==> src/rtl/arb_pkg.sv <==
// Shared types for the instruction/data memory arbiter: FSM states, transaction
// owner and latency counter sizing.
package arb_pkg;

  typedef enum logic {ST_IDLE, ST_WAIT} state_e;
  typedef enum logic {OWN_IF, OWN_D} owner_e;

  // Wide enough for the largest legal read latency (7).
  localparam int CNT_W = 3;

  // Bit positions inside the one-hot grant vector.
  localparam int GNT_IF = 0;
  localparam int GNT_D  = 1;

endpackage

==> src/rtl/arb_pick.sv <==
// Winner selection between fetch and data requests. Fixed data priority by default;
// alternating priority when ARB_ROUND_ROBIN_EN is defined.
module arb_pick
  import arb_pkg::*;
(
  input  logic       if_req,
  input  logic       d_req,
  input  logic       last_d,
  output logic [1:0] gnt
);

  always_comb begin
    gnt = 2'b00;
    if (if_req && d_req) begin
`ifdef ARB_ROUND_ROBIN_EN
      gnt[GNT_IF] = last_d;
      gnt[GNT_D]  = ~last_d;
`else
      gnt[GNT_D]  = 1'b1;
`endif
    end else begin
      gnt[GNT_IF] = if_req;
      gnt[GNT_D]  = d_req;
    end
  end

`ifndef ARB_ROUND_ROBIN_EN
  logic unused_last_d;
  assign unused_last_d = last_d;
`endif

endmodule

==> src/rtl/mem_arbiter.sv <==
// Two-port (fetch / load-store) arbiter in front of a unified fixed-latency memory.
// Define ARB_ROUND_ROBIN_EN for alternating priority; default is data-port priority.
module mem_arbiter
  import arb_pkg::*;
#(
  parameter int WIDTH   = 32,
  parameter int MEM_LAT = 2
) (
  input  logic             clk,
  input  logic             rst,
  input  logic             if_req,
  input  logic [WIDTH-1:0] if_addr,
  output logic             if_gnt,
  output logic             if_rvalid,
  output logic [WIDTH-1:0] if_rdata,
  input  logic             d_req,
  input  logic             d_we,
  input  logic [WIDTH-1:0] d_addr,
  input  logic [WIDTH-1:0] d_wdata,
  output logic             d_gnt,
  output logic             d_rvalid,
  output logic [WIDTH-1:0] d_rdata,
  output logic             mem_en,
  output logic             mem_we,
  output logic [WIDTH-1:0] mem_addr,
  output logic [WIDTH-1:0] mem_wdata,
  input  logic [WIDTH-1:0] mem_rdata,
  output logic             busy
);

  localparam logic [CNT_W-1:0] LAT_C = CNT_W'(MEM_LAT);

  state_e             state_q, state_d;
  owner_e             owner_q, owner_d;
  logic [CNT_W-1:0]   cnt_q, cnt_d;
  logic               we_q, we_d;
  logic               last_d;
  logic               run, done, free;
  logic [1:0]         gnt;

  // Outputs are combinational, so reset must also mask them directly.
  assign run  = ~rst;
  assign done = (state_q == ST_WAIT) && (cnt_q == LAT_C);
  assign free = run && ((state_q == ST_IDLE) || done);

  arb_pick u_pick (
    .if_req (if_req & free),
    .d_req  (d_req & free),
    .last_d (last_d),
    .gnt    (gnt)
  );

  always_comb begin
    if_gnt    = gnt[GNT_IF];
    d_gnt     = gnt[GNT_D];
    mem_en    = |gnt;
    mem_we    = 1'b0;
    mem_addr  = '0;
    mem_wdata = '0;
    if (gnt[GNT_D]) begin
      mem_we    = d_we;
      mem_addr  = d_addr;
      mem_wdata = d_wdata;
    end else if (gnt[GNT_IF]) begin
      mem_addr  = if_addr;
    end
    if_rvalid = run && done && (owner_q == OWN_IF);
    d_rvalid  = run && done && (owner_q == OWN_D);
    if_rdata  = if_rvalid ? mem_rdata : '0;
    d_rdata   = (d_rvalid && !we_q) ? mem_rdata : '0;
    busy      = run && (state_q == ST_WAIT);
  end

  // The response cycle doubles as an arbitration cycle, so a new grant wins over done.
  always_comb begin
    state_d = state_q;
    owner_d = owner_q;
    cnt_d   = cnt_q;
    we_d    = we_q;
    if (|gnt) begin
      state_d = ST_WAIT;
      owner_d = gnt[GNT_D] ? OWN_D : OWN_IF;
      cnt_d   = CNT_W'(1);
      we_d    = gnt[GNT_D] & d_we;
    end else if (done) begin
      state_d = ST_IDLE;
      cnt_d   = '0;
      we_d    = 1'b0;
    end else if (state_q == ST_WAIT) begin
      cnt_d   = cnt_q + CNT_W'(1);
    end
  end

  always_ff @(posedge clk or posedge rst) begin
    if (rst) begin
      state_q <= ST_IDLE;
      owner_q <= OWN_IF;
      cnt_q   <= '0;
      we_q    <= 1'b0;
    end else begin
      state_q <= state_d;
      owner_q <= owner_d;
      cnt_q   <= cnt_d;
      we_q    <= we_d;
    end
  end

`ifdef ARB_ROUND_ROBIN_EN
  logic last_d_q, last_d_d;

  always_comb begin
    last_d_d = last_d_q;
    if (|gnt) last_d_d = gnt[GNT_D];
  end

  always_ff @(posedge clk or posedge rst) begin
    if (rst) last_d_q <= 1'b0;
    else     last_d_q <= last_d_d;
  end

  assign last_d = last_d_q;
`else
  assign last_d = 1'b0;
`endif

endmodule

==> config.mk <==
export PLATFORM = sky130hd
export DESIGN_NAME = mem_arbiter
export DESIGN_NICKNAME = d
export VERILOG_FILES = /design/src/rtl/arb_pkg.sv /design/src/rtl/arb_pick.sv /design/src/rtl/mem_arbiter.sv
export SDC_FILE = /design/constraint.sdc
export NUM_CORES = 1
export LEC_CHECK = 0
export ABC_AREA = 1
export ABC_CLOCK_PERIOD_IN_PS = 2700
export CAP_MARGIN = 20
export CORE_AREA = 2 2 105 107
export CTS_BUF_LIST = sky130_fd_sc_hd__clkbuf_16
export CTS_CLUSTER_SIZE = 10
export DETAILED_ROUTE_END_ITERATION = 6
export DIE_AREA = 0 0 107 109
export GPL_TIMING_DRIVEN = 0
export PLACE_DENSITY = 0.63
export SLEW_MARGIN = 40
export SYNTH_ARGS = -nofsm -noshare
export SYNTH_HDL_FRONTEND = slang
export SYNTH_HIERARCHICAL = 1
export SYNTH_SLANG_ARGS = --single-unit
==> constraint.sdc <==
create_clock -name clk -period 2.7 [get_ports clk]
set_clock_uncertainty 0.15 [all_clocks]
set_input_delay 0.81 -clock clk [delete_from_list [all_inputs] [get_ports clk]]
set_output_delay 0.81 -clock clk [all_outputs]
set_load 0.01 [all_outputs]
==> results of run 1 <==
==> metal layers <==
| layer | GRT usage, % | wire (um) | up-vias |
|---|---|---|---|
| met5 | 0 | 0 | - |
| met3 | 4.00 | 1050 | 14 |
| met1 | 17.8 | 4060 | 1498 |
| met2 | 37.1 | 6720 | 178 |
| li1 | - | - | 1610 |
| met4 | 3.06 | 207 | 0 |
==> where the power goes <==
part           switching [uW]  leakage, uW  total, uW  internal, uW
Sequential               47.5    0.0000707        182           134
Clock                    49.6    0.0000370        240           190
Combinational             911      0.00303       2000          1090
==> through the flow <==
stage / setup TNS, ps / power [uW] / area, sq um / util (%) / instances
finish: -14610 / 2420 / 6010 / 56.7 / 802
global route: -22080 / 2560 / 6010 / 56.7 / 802
CTS: -19040 / 2130 / 5230 / 49.3 / 797
detailed placement: -127450 / 1450 / 4530 / 42.7 / 737
global placement: -125090 / 1430 / 4530 / 42.7 / 737
floorplan: 0 / 750 / 1680 / - / 330
==> worst reg2reg max path, delay by kind of cell, from the launching register on <==
family | cells | cell delay, ps
AOI/OAI and AO/OA | 2 | 180
adders and majority gates | 1 | 140
buffers and inverters | 11 | 1120
DFF | 1 | 380
and+or+nand+nor | 6 | 450
==> what timing repair did <==
item | 4_1_cts | 5_1_grt
gates cloned | 10 | 3
setup endpoints to repair | 135 | 134
hold buffers | 0 | 0
pin swaps | 23 | 28
setup buffers | 49 | 15
endpoints found under the hold margin | 0 | 0
resized for setup | 681 | 211
==> how the worst min path moves through the flow <==
stage / startpoint / endpoint
3_3_place_gp: we_q / we_q
6_report: we_q / we_q
2_1_floorplan: we_q / we_q
5_1_grt: we_q / we_q
4_1_cts: we_q / we_q
3_5_place_dp: we_q / we_q
==> flip-flops by register name, indices dropped and copies added (netlist names) <==
name and cells:
cnt_q 3, we_q 1, state_q 1, owner_q 1
==> area by class of cell <==
class                      instances  area, sq um  area share, %
sequential                         6          151           2.52
timing repair buffer             334         3410           56.8
inverter                          80          317           5.27
clock buffer                       3         75.1           1.25
tap                              140          175           2.91
buffer                            16          235           3.91
multi-input combinational        223         1650           27.4
==> metrics.cfg, run 1 <==
[status]
violations=negative setup slack
status=finished with violations

[worst_setup_path]
reg2reg_depth=20
critPathArrivalTime_ps=1960
rr_endpoint=cnt_q[0]
crit_family=buffers and inverters
crit_top_cell=nand2_4
crit_end=mem_addr[24]
max_stage_delay_ps=400
path_cells=ha_4 > nand2_4 > nand2_4 > nand2_4 > nor2_4 > buf_6 > nor2_4 > buf_6 > buf_12 > buf_16 > nand3_2 > nand2_1 > buf_2
crit_buf_inv=5
crit_cells=13
critPathMaxFanout=5
critical-path-slowest-cell=dfrtp_1
rrSetupSlack_ps=170
start_kind=flip-flop
timing.rr.start=cnt_q[0]
crit_type=flip-flop to output pin
cp-startpoint=cnt_q[1]
cp.required_ps=1740
critPathCaptureType=output pin

[placed_design]
finalWeightedCongestion=0.750
dpl_worst_slack_ps=-1230
hpwl_um=8260
io_buffer_count=267

[sta]
hold_viol=0
drv_slew=0
grt_setup_unrepaired=true
period_needed_ps=2920
fmax_mhz=342
fin_crit_sh_pct=108
worstMarginPinSlew_ps=223
holdWs_ps=339
fin_ws_ps=-223
finalSetupViolCount=122
max_slew_margin_pct=85.2

[synth]
synthCells=330
syn_nets=465
synth.avg_cell_area_sq_um=4.99
netlist_area_sq_mm=0.00165
yosysWarningCount=6

[routing]
drc_errors=0
avgRoutedWirePerCell_um=15.0
ant_nets=0
viasPerCell=4.11
wl_um=12000
drt_iter0_drc=143
vias=3300
drt_first_pass_iters=4

[clocking]
htree_levels=1
cts_tree=built
cts_sinks=6
cts_root_buffer=clkbuf_16
clk-insertion-delay-late_ps=230
clk_pin_slew_worst_paths_ps=30
cts_buffers=3
cts_buffer_depth=2

[power]
leakage_uw=0.00314
cellPowerDensity_mw_per_mm2=403
vdd_ir_drop_max_v=0.000249

[floorplanning]
die_w_um=107
core_area_sq_mm=0.0106
dieHeight_um=109
start_util_pct=15.5
num_io_pins=268
die_area_sq_mm=0.0117
rows=38

[grt]
grt_use_total_pct=17.7
grt_pass1_vias=3190
grt_pass1_wl_um=16300
antenna_found_initial=0
grt-ovfl-total=0
grt_max_degree=11

[flow_run]
drv_cap=0

[cells_and_area]
syn_to_final_growth_pct=265
n_fill_cell=949
final_common_cell=clkdlybuf4s50_1
final_cell_mix=129 x clkdlybuf4s50_1, 108 x buf_6, 80 x nand2_1
nets=799
antenna_cells=0
drive_above_1_share_pct=55.3

[hold_path]
hold_path_class=flip-flop to flip-flop
whs_path_depth=2

Power figures use the tool's default switching activity.
==> run 2, diff against run 1 <==
CELL_PAD_IN_SITES_DETAIL_PLACEMENT = 0   (was unset)
CELL_PAD_IN_SITES_GLOBAL_PLACEMENT = 1   (was unset)
CORE_AREA = unset   (was 2 2 105 107)
CORE_MARGIN = 2   (was unset)
CORE_UTILIZATION = 12   (was unset)
DIE_AREA = unset   (was 0 0 107 109)
GPL_ROUTABILITY_DRIVEN = 0   (was unset)
PLACE_DENSITY = 0.86   (was 0.63)
==> metrics.cfg, run 2 (synthesized netlist as in run 1, its figures left out) <==
[worst_setup_path]
cp-startpoint=rst
start_kind=input port
timing.rr.start=cnt_q[1]
critPathMaxFanout=7  ; +2
rr_endpoint=we_q
critPathCaptureType=output pin
reg2reg_depth=15  ; -25%
crit_type=input port to output pin
rrSetupSlack_ps=610  ; +440 ps
cp.required_ps=1740  ; about the same
crit_end=if_rdata[26]
critPathArrivalTime_ps=2000  ; +40 ps

[cells_and_area]
fin_cells=836  ; +4.2%
drive_above_1_share_pct=50.2  ; -5.1 points
nets=796  ; -0.38%
largest-register=cnt_q
largest_register_ffs=3  ; unchanged
final_common_cell=clkdlybuf4s50_1
final_cell_mix=129 x clkdlybuf4s50_1, 102 x buf_6, 95 x nand2_1
syn_to_final_growth_pct=254

[routing]
drt_iter0_drc=82  ; -43%
ant_nets=0  ; unchanged
drt_first_pass_iters=4  ; unchanged
viasPerCell=3.80  ; -7.7%
wl_um=11800  ; -1.5%
avgRoutedWirePerCell_um=14.2  ; -5.6%
drc_errors=0  ; unchanged
vias=3174  ; -3.8%

[grt]
grt-ovfl-total=0  ; unchanged
grt_max_degree=11  ; unchanged
grt_pass1_wl_um=16500  ; +1.6%
antenna_found_initial=1  ; +1
grt_use_total_pct=14.5  ; -3.3 points
grt_pass1_vias=3183  ; -0.22%

[power]
pwr-share-comb_pct=81.4  ; -1.2 points
leakage_uw=0.00307  ; -2.2%
p_total_uw=2240  ; -7.6%
p_int_uw=1310  ; -7.3%
p_clk_share_pct=10.6  ; +0.7 points
pwr-share-seq_pct=8.0  ; +0.5 points
cellPowerDensity_mw_per_mm2=384  ; -4.7%
vdd_ir_drop_max_v=0.000221  ; -11%
power_switching_uw=926  ; -8.2%
p_sw_share_pct=41.4  ; -0.24 points

[floorplanning]
rows=42  ; +11%
start_util_pct=12.3  ; -3.2 points
dieHeight_um=121  ; +11%
die_w_um=121  ; +13%
num_io_pins=268  ; unchanged
core_area_sq_mm=0.0133  ; +26%
die_area_sq_mm=0.0147  ; +26%

[clocking]
clk-insertion-delay-late_ps=230  ; about the same
cts-hold-fix-buffers=0  ; unchanged
cts_buffers=3  ; unchanged
clk_pin_slew_worst_paths_ps=30  ; about the same
cts_buffer_depth=2  ; unchanged
cts_sinks=6  ; unchanged
cts_tree=built
cts_root_buffer=clkbuf_16
htree_levels=1  ; unchanged

[status]
status=finished with violations
violations=negative setup slack

[sta]
tns_ps=-13670  ; +945 ps
fin_crit_sh_pct=109  ; +1.2 points
fmax_mhz=338  ; -1.1%
grt_setup_unrepaired=true
hold_viol=0  ; unchanged
max_slew_margin_pct=85.7  ; +0.52 points
worstMarginPinSlew_ps=215  ; -7.81 ps
finalSetupViolCount=108  ; -11%
drv_slew=0  ; unchanged
period_needed_ps=2960  ; +32.4 ps
fin_ws_ps=-256  ; -32.4 ps

[flow_run]
drv_cap=0  ; unchanged

[hold_path]
hold_path_class=flip-flop to flip-flop

[placed_design]
dpl_worst_slack_ps=-1300  ; -65.9 ps
io_buffer_count=267  ; unchanged
hpwl_um=8380  ; +1.5%
dp.cells=773  ; +4.9%

## run 2: what timing repair did
| item | 4_1_cts | 5_1_grt |
|---|---|---|
| endpoints found under the setup margin | 135 | 133 |
| pin swaps | 30 | 31 |
| gates resized for setup | 693 | 141 |
| buffers inserted | 46 | 14 |
| cloned | 9 | 0 |
## run 2: how the worst min path moves through the flow
stage | start | to | slack (ps) | cells after the start
CTS | we_q | we_q | 320 | 2
global route | we_q | we_q | 390 | 2
finish | we_q | we_q | 330 | 2
floorplan | we_q | we_q | 290 | 2
global placement | we_q | we_q | 320 | 2
detailed placement | we_q | we_q | 320 | 2
## run 2: layout make-up
cell class / count / area, sq um
clock buffer: 3 / 75.1
buffer: 18 / 285
tap: 176 / 220
sequential: 6 / 150
inverter: 80 / 314
timing repair buffer: 329 / 3240
antenna: 1 / 2.50
multi-input combinational: 223 / 1540
fill: 1331 / 7520
## run 2: per-stage QoR
stage	utilization [%]	hold slack [ps]	cell area (sq um)
after floorplan	-	292	1680
after global placement	34.3	316	4580
after detailed placement	34.3	316	4580
after CTS	39.7	324	5310
after global routing	43.6	393	5830
final	43.6	326	5830
## run 2: critical path, stage by stage
cell and delay, ps:
buf_6 90, inv_4 50, buf_6 100, nand2_4 50
inv_4 70, buf_6 90, nand3_4 170, buf_6 180
buf_8 130, nor2_1 90, buf_2 150
## run 2: metal layers
metal / global-route usage [%] / wire length (um) / vias up
met2: 29.6 / 6480 / 182
met1: 13.9 / 4010 / 1383
li1: - / - / 1599
met3: 4.28 / 1170 / 10
met4: 3.30 / 182 / 0
met5: 0 / 0 / -
## run 2: power groups by stage
stage / registers (uW) / clock network [uW] / logic [uW]
global route: 181 / 249 / 1950
detailed placement: 172 / 0 / 1290
floorplan: 164 / 0 / 585
CTS: 174 / 240 / 1660
finish: 178 / 238 / 1820
global placement: 170 / 0 / 1290
